**config.mk**
```make
export PLATFORM = sky130hd
export DESIGN_NAME = fp_add_pipe
export DESIGN_NICKNAME = d
export VERILOG_FILES = /design/src/rtl/fp_add_pipe.sv
export SDC_FILE = /design/constraint.sdc
export NUM_CORES = 1
export LEC_CHECK = 0
export CAP_MARGIN = 20
export CORE_MARGIN = 2
export CORE_UTILIZATION = 45
export CTS_BUF_LIST = sky130_fd_sc_hd__clkbuf_16
export CTS_CLUSTER_DIAMETER = 50
export DETAILED_ROUTE_END_ITERATION = 6
export PLACE_DENSITY = 0.66
export SLEW_MARGIN = 20
export SYNTH_ARGS = -nofsm -noshare
export SYNTH_HDL_FRONTEND = slang
export SYNTH_SLANG_ARGS = --single-unit
export TNS_END_PERCENT = 10
```
**constraint.sdc**
```tcl
create_clock -name clk -period 6.8 [get_ports clk]
set_input_delay 0.68 -clock clk [delete_from_list [all_inputs] [get_ports clk]]
set_output_delay 0.68 -clock clk [all_outputs]
set_load 0.02 [all_outputs]
```
**src/rtl/fp_add_pipe.sv**
```systemverilog
// Three-stage pipelined IEEE-754 adder/subtractor: unpack/align, add, normalise/round.
// Subnormals flush to zero on input and output; rounding is nearest-even.
module fp_add_pipe #(
  parameter int EXP_W  = 8,
  parameter int FRAC_W = 23
) (
  input  logic                    clk,
  input  logic                    rst_n,
  input  logic                    in_valid,
  output logic                    in_ready,
  input  logic                    op_sub,
  input  logic [EXP_W+FRAC_W:0]   a,
  input  logic [EXP_W+FRAC_W:0]   b,
  output logic                    out_valid,
  input  logic                    out_ready,
  output logic [EXP_W+FRAC_W:0]   result,
  output logic [3:0]              flags
);
  localparam int W   = 1 + EXP_W + FRAC_W;
  localparam int AW  = FRAC_W + 4;           // hidden + fraction + guard/round/sticky
  localparam int LZW = $clog2(AW + 1);
  localparam logic [EXP_W-1:0]        EXP_ONES = '1;
  localparam logic [EXP_W:0]          AW_E     = (EXP_W+1)'(AW);
  localparam logic signed [EXP_W+1:0] E_ZERO   = '0;
  localparam logic signed [EXP_W+1:0] E_MAX    = {2'b00, EXP_ONES};
  localparam logic [W-1:0] QNAN = {1'b0, EXP_ONES, 1'b1, {(FRAC_W-1){1'b0}}};

  logic adv;
  logic out_valid_reg;
  logic [W-1:0] result_reg;
  logic [3:0]   flags_reg;

  assign adv       = !out_valid_reg || out_ready;
  assign in_ready  = adv;
  assign out_valid = out_valid_reg;
  assign result    = result_reg;
  assign flags     = flags_reg;

  // ---------------- stage 1: classify, swap, align ----------------
  logic              sa, sb, eff_sub;
  logic [EXP_W-1:0]  ea, eb, ea_z, eb_z;
  logic [FRAC_W-1:0] fa, fb;
  logic              a_zero, b_zero, a_nan, b_nan, a_inf, b_inf;
  logic [W-2:0]      mag_a, mag_b;
  logic [FRAC_W:0]   ma, mb;
  logic              swap;

  assign sa      = a[W-1];
  assign sb      = b[W-1] ^ op_sub;
  assign eff_sub = sa ^ sb;
  assign ea      = a[W-2:FRAC_W];
  assign eb      = b[W-2:FRAC_W];
  assign fa      = a[FRAC_W-1:0];
  assign fb      = b[FRAC_W-1:0];
  assign a_zero  = (ea == '0);
  assign b_zero  = (eb == '0);
  assign a_nan   = (ea == EXP_ONES) && (fa != '0);
  assign b_nan   = (eb == EXP_ONES) && (fb != '0);
  assign a_inf   = (ea == EXP_ONES) && (fa == '0);
  assign b_inf   = (eb == EXP_ONES) && (fb == '0);
  assign ea_z    = a_zero ? '0 : ea;
  assign eb_z    = b_zero ? '0 : eb;
  assign ma      = a_zero ? '0 : {1'b1, fa};
  assign mb      = b_zero ? '0 : {1'b1, fb};
  assign mag_a   = a_zero ? '0 : a[W-2:0];
  assign mag_b   = b_zero ? '0 : b[W-2:0];
  assign swap    = mag_b > mag_a;

  logic              s1_sign_next;
  logic [EXP_W-1:0]  el, es, diff;
  logic [FRAC_W:0]   ml, ms;
  logic [AW-1:0]     ext, mask, ml_ext, ms_aligned;
  logic              spec_next, spec_inv_next;
  logic [W-1:0]      spec_res_next;

  always_comb begin
    s1_sign_next = swap ? sb : sa;
    el           = swap ? eb_z : ea_z;
    es           = swap ? ea_z : eb_z;
    ml           = swap ? mb : ma;
    ms           = swap ? ma : mb;
    diff         = el - es;
    ml_ext       = {ml, 3'b000};
    ext          = {ms, 3'b000};
    mask         = ~({AW{1'b1}} << diff);
    if ({1'b0, diff} >= AW_E) begin
      ms_aligned = {{(AW-1){1'b0}}, |ms};
    end else begin
      ms_aligned = (ext >> diff) | {{(AW-1){1'b0}}, |(ext & mask)};
    end

    spec_next     = a_nan || b_nan || a_inf || b_inf;
    spec_inv_next = 1'b0;
    spec_res_next = QNAN;
    if (a_nan || b_nan) begin
      spec_res_next = QNAN;
    end else if (a_inf && b_inf) begin
      if (sa != sb) spec_inv_next = 1'b1;
      else          spec_res_next = {sa, EXP_ONES, {FRAC_W{1'b0}}};
    end else if (a_inf) begin
      spec_res_next = {sa, EXP_ONES, {FRAC_W{1'b0}}};
    end else if (b_inf) begin
      spec_res_next = {sb, EXP_ONES, {FRAC_W{1'b0}}};
    end
  end

  logic              s1_valid_reg, s1_spec_reg, s1_spec_inv_reg, s1_sign_reg, s1_sub_reg;
  logic [W-1:0]      s1_spec_res_reg;
  logic [EXP_W-1:0]  s1_exp_reg;
  logic [AW-1:0]     s1_ml_reg, s1_ms_reg;

  // ---------------- stage 2: add / subtract ----------------
  logic [AW:0] sum_next;
  logic        s2_sign_next;

  always_comb begin
    if (s1_sub_reg) sum_next = {1'b0, s1_ml_reg} - {1'b0, s1_ms_reg};
    else            sum_next = {1'b0, s1_ml_reg} + {1'b0, s1_ms_reg};
    // exact cancellation yields +0; like-signed zeros keep their sign
    s2_sign_next = (s1_sub_reg && (sum_next == '0)) ? 1'b0 : s1_sign_reg;
  end

  logic              s2_valid_reg, s2_spec_reg, s2_spec_inv_reg, s2_sign_reg;
  logic [W-1:0]      s2_spec_res_reg;
  logic [EXP_W-1:0]  s2_exp_reg;
  logic [AW:0]       s2_sum_reg;

  // ---------------- stage 3: normalise, round, pack ----------------
  logic                    carry, g, rs, rnd_up, inexact;
  logic [LZW-1:0]          lz, lz_eff;
  logic [AW-1:0]           norm;
  logic [FRAC_W+1:0]       mant_r;
  logic [FRAC_W-1:0]       frac_fin;
  logic signed [EXP_W+1:0] e_norm, e_fin;
  logic [W-1:0]            res_next;
  logic [3:0]              flg_next;

  always_comb begin
    carry = s2_sum_reg[AW];
    lz    = '0;
    for (int i = 0; i < AW; i++) begin
      if (s2_sum_reg[i]) lz = LZW'(AW - 1 - i);
    end
    lz_eff = carry ? '0 : lz;
    if (carry) norm = {s2_sum_reg[AW:2], |s2_sum_reg[1:0]};
    else       norm = s2_sum_reg[AW-1:0] << lz;
    e_norm = $signed({2'b00, s2_exp_reg}) + $signed({{(EXP_W+1){1'b0}}, carry})
           - $signed({{(EXP_W+2-LZW){1'b0}}, lz_eff});

    g       = norm[2];
    rs      = |norm[1:0];
    rnd_up  = g && (rs || norm[3]);
    inexact = g || rs;
    mant_r  = {1'b0, norm[AW-1:3]} + {{(FRAC_W+1){1'b0}}, rnd_up};
    e_fin   = e_norm + $signed({{(EXP_W+1){1'b0}}, mant_r[FRAC_W+1]});
    frac_fin = mant_r[FRAC_W+1] ? mant_r[FRAC_W:1] : mant_r[FRAC_W-1:0];

    res_next = {s2_sign_reg, e_fin[EXP_W-1:0], frac_fin};
    flg_next = {3'b000, inexact};
    if (s2_spec_reg) begin
      res_next = s2_spec_res_reg;
      flg_next = {s2_spec_inv_reg, 3'b000};
    end else if (s2_sum_reg == '0) begin
      res_next = {s2_sign_reg, {(W-1){1'b0}}};
      flg_next = 4'b0000;
    end else if (e_fin >= E_MAX) begin
      res_next = {s2_sign_reg, EXP_ONES, {FRAC_W{1'b0}}};
      flg_next = 4'b0101;
    end else if (e_fin <= E_ZERO) begin
      res_next = {s2_sign_reg, {(W-1){1'b0}}};
      flg_next = 4'b0011;
    end
  end

  // all stages move together; a stalled output freezes the whole pipe
  always_ff @(posedge clk or negedge rst_n) begin
    if (!rst_n) begin
      s1_valid_reg    <= 1'b0;
      s1_spec_reg     <= 1'b0;
      s1_spec_inv_reg <= 1'b0;
      s1_sign_reg     <= 1'b0;
      s1_sub_reg      <= 1'b0;
      s1_spec_res_reg <= '0;
      s1_exp_reg      <= '0;
      s1_ml_reg       <= '0;
      s1_ms_reg       <= '0;
      s2_valid_reg    <= 1'b0;
      s2_spec_reg     <= 1'b0;
      s2_spec_inv_reg <= 1'b0;
      s2_sign_reg     <= 1'b0;
      s2_spec_res_reg <= '0;
      s2_exp_reg      <= '0;
      s2_sum_reg      <= '0;
      out_valid_reg   <= 1'b0;
      result_reg      <= '0;
      flags_reg       <= '0;
    end else if (adv) begin
      s1_valid_reg    <= in_valid;
      s1_spec_reg     <= spec_next;
      s1_spec_inv_reg <= spec_inv_next;
      s1_sign_reg     <= s1_sign_next;
      s1_sub_reg      <= eff_sub;
      s1_spec_res_reg <= spec_res_next;
      s1_exp_reg      <= el;
      s1_ml_reg       <= ml_ext;
      s1_ms_reg       <= ms_aligned;
      s2_valid_reg    <= s1_valid_reg;
      s2_spec_reg     <= s1_spec_reg;
      s2_spec_inv_reg <= s1_spec_inv_reg;
      s2_sign_reg     <= s2_sign_next;
      s2_spec_res_reg <= s1_spec_res_reg;
      s2_exp_reg      <= s1_exp_reg;
      s2_sum_reg      <= sum_next;
      out_valid_reg   <= s2_valid_reg;
      if (s2_valid_reg) begin
        result_reg <= res_next;
        flags_reg  <= flg_next;
      end
    end
  end
endmodule

```
Word-level counts from Yosys, hierarchy flattened

Index checks and enable logic that the tools add are counted.

Bits in latches: 0
Bits in writable memories: 0
Bits in read-only memories: 0
Word-level logic and storage cells: 128
Bits in registers: 205
Memories kept: 0
Output and inout bits: 38
Bits of input ports: 69

Equality and inequality tests: 3
$add $sub $neg: 7
Muxes and demuxes: 60
$mul: 0
Order comparisons: 4
Bitwise operators: 5
Shift-type cells: 3
Reduce and logical (&&, ||, !) cells: 27
Div/mod/pow operators: 0

Operator list:

| kind                                                                 | count |
|---|---|
| 32-bit two-way mux                                                   | 6 |
| 31-bit two-way mux                                                   | 5 |
| 5-bit two-way mux                                                    | 28 |
| 24-bit two-way mux                                                   | 4 |
| 28-bit logical NOT                                                   | 2 |
| 27-bit two-way mux                                                   | 2 |
| 23-bit logical NOT                                                   | 2 |
| 23-bit nonzero test                                                  | 2 |
| 8-bit two-way mux                                                    | 4 |
| 31-bit > comparator                                                  | 1 |
| 27-bit by 27-bit adder with 28-bit output                            | 1 |
| 28-bit two-way mux                                                   | 1 |
| 27-bit by 27-bit subtractor with 28-bit output                       | 1 |
| 27-bit bitwise AND                                                   | 1 |
| 27-bit NOT                                                           | 1 |
| 27-bit by 1-bit bitwise OR with 27-bit output                        | 1 |
| 27-bit OR reduction                                                  | 1 |
| 27-bit by 5-bit left shift with 27-bit output                        | 1 |
| 27-bit by 8-bit left shift with 27-bit output (first input constant) | 1 |
| 27-bit by 8-bit right shift with 27-bit output                       | 1 |
| 24-bit by 1-bit adder with 25-bit output                             | 1 |
| 24-bit OR reduction                                                  | 1 |
| 23-bit two-way mux                                                   | 1 |
| 8-bit == test (second input constant)                                | 2 |
| 19 further kinds                                                     | 38 |

Longest topological paths before layout

Gate-level depths: netlist of the first run.

Word-level depth: 39
Gate-level depth with buffers: 35
Depth with buffers taken out: 29

Least setup slack after synthesis of the first run

No wires, ideal clock.

Path kind: flip-flop to flip-flop
From: register s2_sum_reg[3]
To: register result_reg[12] (netlist: result[12])
Arrival time: 6283 ps
Library setup time: 80 ps
Data required time: 6720 ps
Buffers on the path: 5
Period minus slack after synthesis: 6363 ps
Slack: 437 ps
Cell stages (with the launch flop): 33
Cells stage by stage: dfrtp_1 buf_6 or4_4 a21oi_2 o21ai_2 nand2_4 mux2i_1 mux2i_2 a2111oi_4 o2111ai_2 or4_4 or3_1 buf_6 nor3_4 fa_1 fa_1 a21oi_1 nor2_1 nor2_1 o21bai_1 a21oi_1 nor2b_1 nor2_1 o21bai_1 xnor2_1 a32oi_1 and2_1 clkbuf_1 nand2_1 or2_1 buf_4 buf_6 o211ai_2

Longest elaborated chain between the ends: 36
Elaborated cells between the ends (all ways): 41
Classes of those cells: add/sub: 3; order compare: 2; shift: 1; mux: 31; reduce/logical: 4

Ends and longest elaborated chain:

| what                                                       | line | RTL |
|---|---|---|
| start, declared                                            | 126  | `logic [AW:0] s2_sum_reg;` |
| start signal, assigned                                     | 213  | `s2_sum_reg <= sum_next;` |
| 5-bit two-way mux (24 in a row)                            | 142  | `if (s2_sum_reg[i]) lz = LZW'(AW - 1 - i);` |
| 27-bit by 5-bit left shift with 27-bit output              | 146  | `else norm = s2_sum_reg[AW-1:0] << lz;` |
| 27-bit two-way mux                                         | 145  | `if (carry) norm = {s2_sum_reg[AW:2], \|s2_sum_reg[1:0]};` |
| 2-bit OR reduction                                         | 151  | `rs = \|norm[1:0];` |
| 1-bit logical OR                                           | 152  | `rnd_up = g && (rs \|\| norm[3]);` |
| 1-bit logical AND                                          | 152  |  |
| 24-bit by 1-bit adder with 25-bit output                   | 154  | `mant_r = {1'b0, norm[AW-1:3]} + {{(FRAC_W+1){1'b0}}, rnd_up};` |
| 10-bit by 2-bit adder with 10-bit output                   | 155  | `e_fin = e_norm + $signed({{(EXP_W+1){1'b0}}, mant_r[FRAC_W+1]});` |
| 10-bit by 1-bit less-or-equal comparator with 1-bit output | 169  | `end else if (e_fin <= E_ZERO) begin` |
| 31-bit two-way mux                                         | 169  |  |
| 31-bit two-way mux                                         | 166  | `end else if (e_fin >= E_MAX) begin` |
| 31-bit two-way mux (*)                                     | 163  | `end else if (s2_sum_reg == '0) begin` |
| 32-bit two-way mux (*)                                     | 160  | `if (s2_spec_reg) begin` |
| end signal, assigned                                       | 216  | `result_reg <= res_next;` |
| end, declared                                              | 30   | `logic [W-1:0] result_reg;` |

Mark *: on every way between the ends. The rest lies on a longest branch, timed or not.
A chain may end at the register's enable or synchronous reset.

Worst setup path after layout of the first run

From: register s2_sum_reg[3]
To: register result_reg[18] (netlist: result[18])

Same word-level chain as after synthesis.

==> results summary, run 1 <==
The Yosys step of the flow raised 0 warnings. The count of fill cells added during filler insertion is 3274. The final RePlAce weighted congestion is 0.979. The leading cell type in the layout, fill and taps excluded is sky130_fd_sc_hd__nand2_1. The count of nets left with antenna violations after detail routing is 0. The clock network latency to the later pin of the worst-skew pair came out at 0.45 ns. The clock period minus worst slack is 6.45 ns. The number of levels the H-tree was split into came out at 4. The worst setup path is launched from a flop. In this run, the number of DRC markers left after iteration 0 of detailed routing was 1371. The fraction of the core area covered by cells at the end of the flow is 54.7%. For this run, the slowest stage of the critical path takes 0.56 ns. The ratio of cells with drive above 1 in the final layout is 13.4%. The die width is 189 um.

The clock network fraction of total power came out at 12.9%. The internal power is 4.02 mW. Summed over all layers, the global routing overflow is 0.

Entering global routing, the biggest net connects 105 pins. The worst path uses 94.8% of the clock period. Clock-pin slew was measured on the worst setup and hold paths at 0.07 ns. The floorplan step defined a die boundary enclosing 0.0358 mm2.

The initial antenna violation count was 0. Counting flops with a built-in enable in the synthesized netlist gives 0. The net count after synthesis is 2230. The combined area of all synthesized cells is 0.0154 mm2. The tree is rooted in a sky130_fd_sc_hd__clkbuf_16.

The flop and latch count out of synthesis is 147. The library cells used most frequently in the layout, excluding fill and tap cells, are 285 x sky130_fd_sc_hd__nand2_1, 199 x sky130_fd_sc_hd__nor2_1, 165 x sky130_fd_sc_hd__a21oi_1, 162 x sky130_fd_sc_hd__o21ai_0, 152 x sky130_fd_sc_hd__buf_4. Setup repair after global routing could not meet its margin everywhere. Data on the critical path is required at its endpoint by 7.17 ns.

The count of port buffers added during placement came out at 106. The fraction of power spent switching nets is 49.7%. At the pin with the least slew margin, the transition time is 0.949 ns.

107 I/O pins were placed. Relative to the synthesized area, the layout overhead comes to 19.1%. The total negative slack came out at 0 ns. The critical path is of the flop to flop type. The tool flagged a number of max-cap violations equal to 0. The fraction of power consumed by sequential logic is 18.5%.

In this run, post-CTS hold repair placed 0 buffers. Counting the buffers created by CTS gives 17. The portion of the post-synthesis area used by sequential elements came out at 23.8%. The maximum frequency from static timing analysis came out at 155 MHz.

The worst-path cell with the longest stage delay is sky130_fd_sc_hd__or4_4. For this design the ratio of total power to cell area is 434 mW/mm2. The clock net in this run drives a total of 147 sinks. The worst pin sits at a relative slew slack of 36.7%. The worst hold slack is 0.296 ns.

The final layout contains routed wiring with a total length of 56800 um. The starting utilization of the core area came out at 45.9%. The most instantiated flip-flop cell in the synthesis netlist is sky130_fd_sc_hd__dfrtp_1. The number of remaining DRC errors came out at 0. The reported net switching power is 3.97 mW. Along the worst path, the maximum fanout reaches 16. The number of distinct library cell variants in the gate-level netlist after synthesis came out at 98. The number of flip-flops in the largest register came out at 32. The mean cell area of the mapped netlist came out at 7.48 um2. The initialized floorplan defines 67 standard-cell rows. The synthesized instance count is 2062.

The clock passes through at most 2 buffers. The die span in y came out at 189 um. The core region area is 0.0336 mm2. The pre-antenna-repair detailed-routing pass consisted of 7 iterations. The overall routing resource usage came out at 32.0%. The number of nets in the layout is 2363.

The run finished with clean final reports. Setup violations remaining at the end of the flow were counted as 0. The via count of the first global-routing pass is 15862. The routed via count is 16391.

The total half-perimeter wirelength after legalization and detailed placement is 44800 um. The type of element capturing the critical path is a flop. The category of cells accounting for the largest share of critical-path delay is compound AO/OA/AOI/OAI gates. The number of pins exceeding their max-slew limit in the final report was 0. The share of flip-flops with an asynchronous set or reset came out at 100%. The count of inserted antenna diode cells is 0. At the worst endpoint, the arrival time is 6.81 ns. The count of buffering cells on the critical path with inverters included is 1. The combinational cell fraction of total power is 68.6%. The clock arrives with 0.0153 ns of skew. The tightest min-delay check is of the input pin to async pin type. The first-pass GRT wire length is 89700 um. The leakage dissipation is 7.73 nW. VDD sags by at most 0.214 mV. The detail-routed net length per standard cell came out at 21.4 um. The TritonCTS clock tree is yes.

The cell that appears most often on the critical path is sky130_fd_sc_hd__nor2_1. The number of hold violations in the final report is 0. The via count normalized by instance count came out at 6.17.
synthesized netlist by cell type (all sizes together), types with 13 or more instances:
cell | number | area [um2]
xnor2 | 37 | 324
a22o | 13 | 114
or3 | 17 | 106
o211ai | 34 | 300
nand2b | 17 | 106
nor2 | 203 | 772
ha | 96 | 1200
a21o | 20 | 150
mux2i | 52 | 524
nor4 | 33 | 228
dfrtp | 147 | 3680
nand3 | 31 | 155
nand4 | 21 | 131
a221oi | 16 | 159
nand2 | 289 | 1100
inv | 109 | 409
nor3 | 65 | 363
buf | 49 | 308
and2 | 19 | 119
o31ai | 18 | 135
a21oi | 169 | 857
o22ai | 18 | 113
o221ai | 18 | 176
o21ai | 180 | 920
a2111oi | 13 | 133
clkbuf | 99 | 372
o21a | 13 | 98.9
a211oi | 40 | 305
a31oi | 23 | 144
xor2 | 20 | 175
per-stage QoR:
stage / power, mW / cell area [um2] / setup WS (ns) / std cells
after floorplan: 4.72 / 15400 / 0.437 / 2062
after global placement: 6.78 / 17600 / 0.00149 / 2619
after detailed placement: 6.78 / 17600 / -0.0240 / 2619
after CTS: 7.84 / 18200 / 0.0442 / 2651
after global routing: 8.52 / 18400 / -0.0403 / 2656
final: 7.98 / 18400 / 0.353 / 2656
worst paths after layout:
check	to	slack (ns)	cells after the start	start
min in group clk	s2_spec_res_reg[30]$_DFFE_PN0N_	0.46	2	s1_spec_res_reg[30]$_DFFE_PN0N_
min	result[12]$_DFFE_PN0P_	0.30	1	rst_n
max	result[18]$_DFFE_PN0P_	0.35	30	s2_sum_reg[3]$_DFFE_PN0N_
min reg2reg	s2_spec_res_reg[30]$_DFFE_PN0N_	0.46	2	s1_spec_res_reg[30]$_DFFE_PN0N_
max in group asynchronous	s1_ml_reg[18]$_DFFE_PN0N_	5.21	2	rst_n
max reg2reg	result[18]$_DFFE_PN0P_	0.35	30	s2_sum_reg[3]$_DFFE_PN0N_
power groups by stage:
stage | Sequential (mW) | Combinational [mW] | Clock (mW)
after floorplan | 1.41 | 3.32 | 0
after global routing | 1.51 | 5.93 | 1.09
after global placement | 1.47 | 5.30 | 0
final | 1.47 | 5.48 | 1.03
after CTS | 1.46 | 5.33 | 1.04
after detailed placement | 1.48 | 5.30 | 0
cell families (layout without fill, tap and decap cells):
logic type / after synthesis / count (layout) / share of synthesized area (%)
flops: 147 / 147 / 23.8
mux: 74 / 74 / 5.88
buf+inv: 259 / 405 / 7.10
compound gates: 662 / 662 / 28.4
fa+ha+maj: 99 / 99 / 8.17
xor+xnor: 57 / 57 / 3.24
simple gates: 764 / 764 / 23.3
repair_timing:
action                     CTS  global route
setup endpoints to repair   10            34
pin swaps                    0             5
setup buffers                0             5
hold endpoints to repair     0             0
resized for setup            2            31
layer usage:
layer,part of all wire [%],wire (um),GRT usage [%],vias to the layer above
li1,-,-,-,7778
met1,42,23700,40.1,7863
met2,49,27700,55.2,609
met3,5.2,2940,4.15,141
met4,4.3,2470,13.4,0
met5,0,0,0,-
cell type report:
class                      instances  area [um2]  share of cell area (%)
timing repair buffer             262        2270                    12.4
multi-input combinational       1656       10800                    58.8
clock inverter                    15         206                    1.12
tap                              448         561                    3.05
inverter                         111         417                    2.27
sequential                       147        3680                    20.0
clock buffer                      17         425                    2.31
(Power assumes the default switching activity.)
==> inputs of run 2 (changes only) <==
Settings changed: CTS_CLUSTER_DIAMETER 50 to not set.
==> results of run 2 <==
Final layout, timing and power as in run 1 (identical DEF).
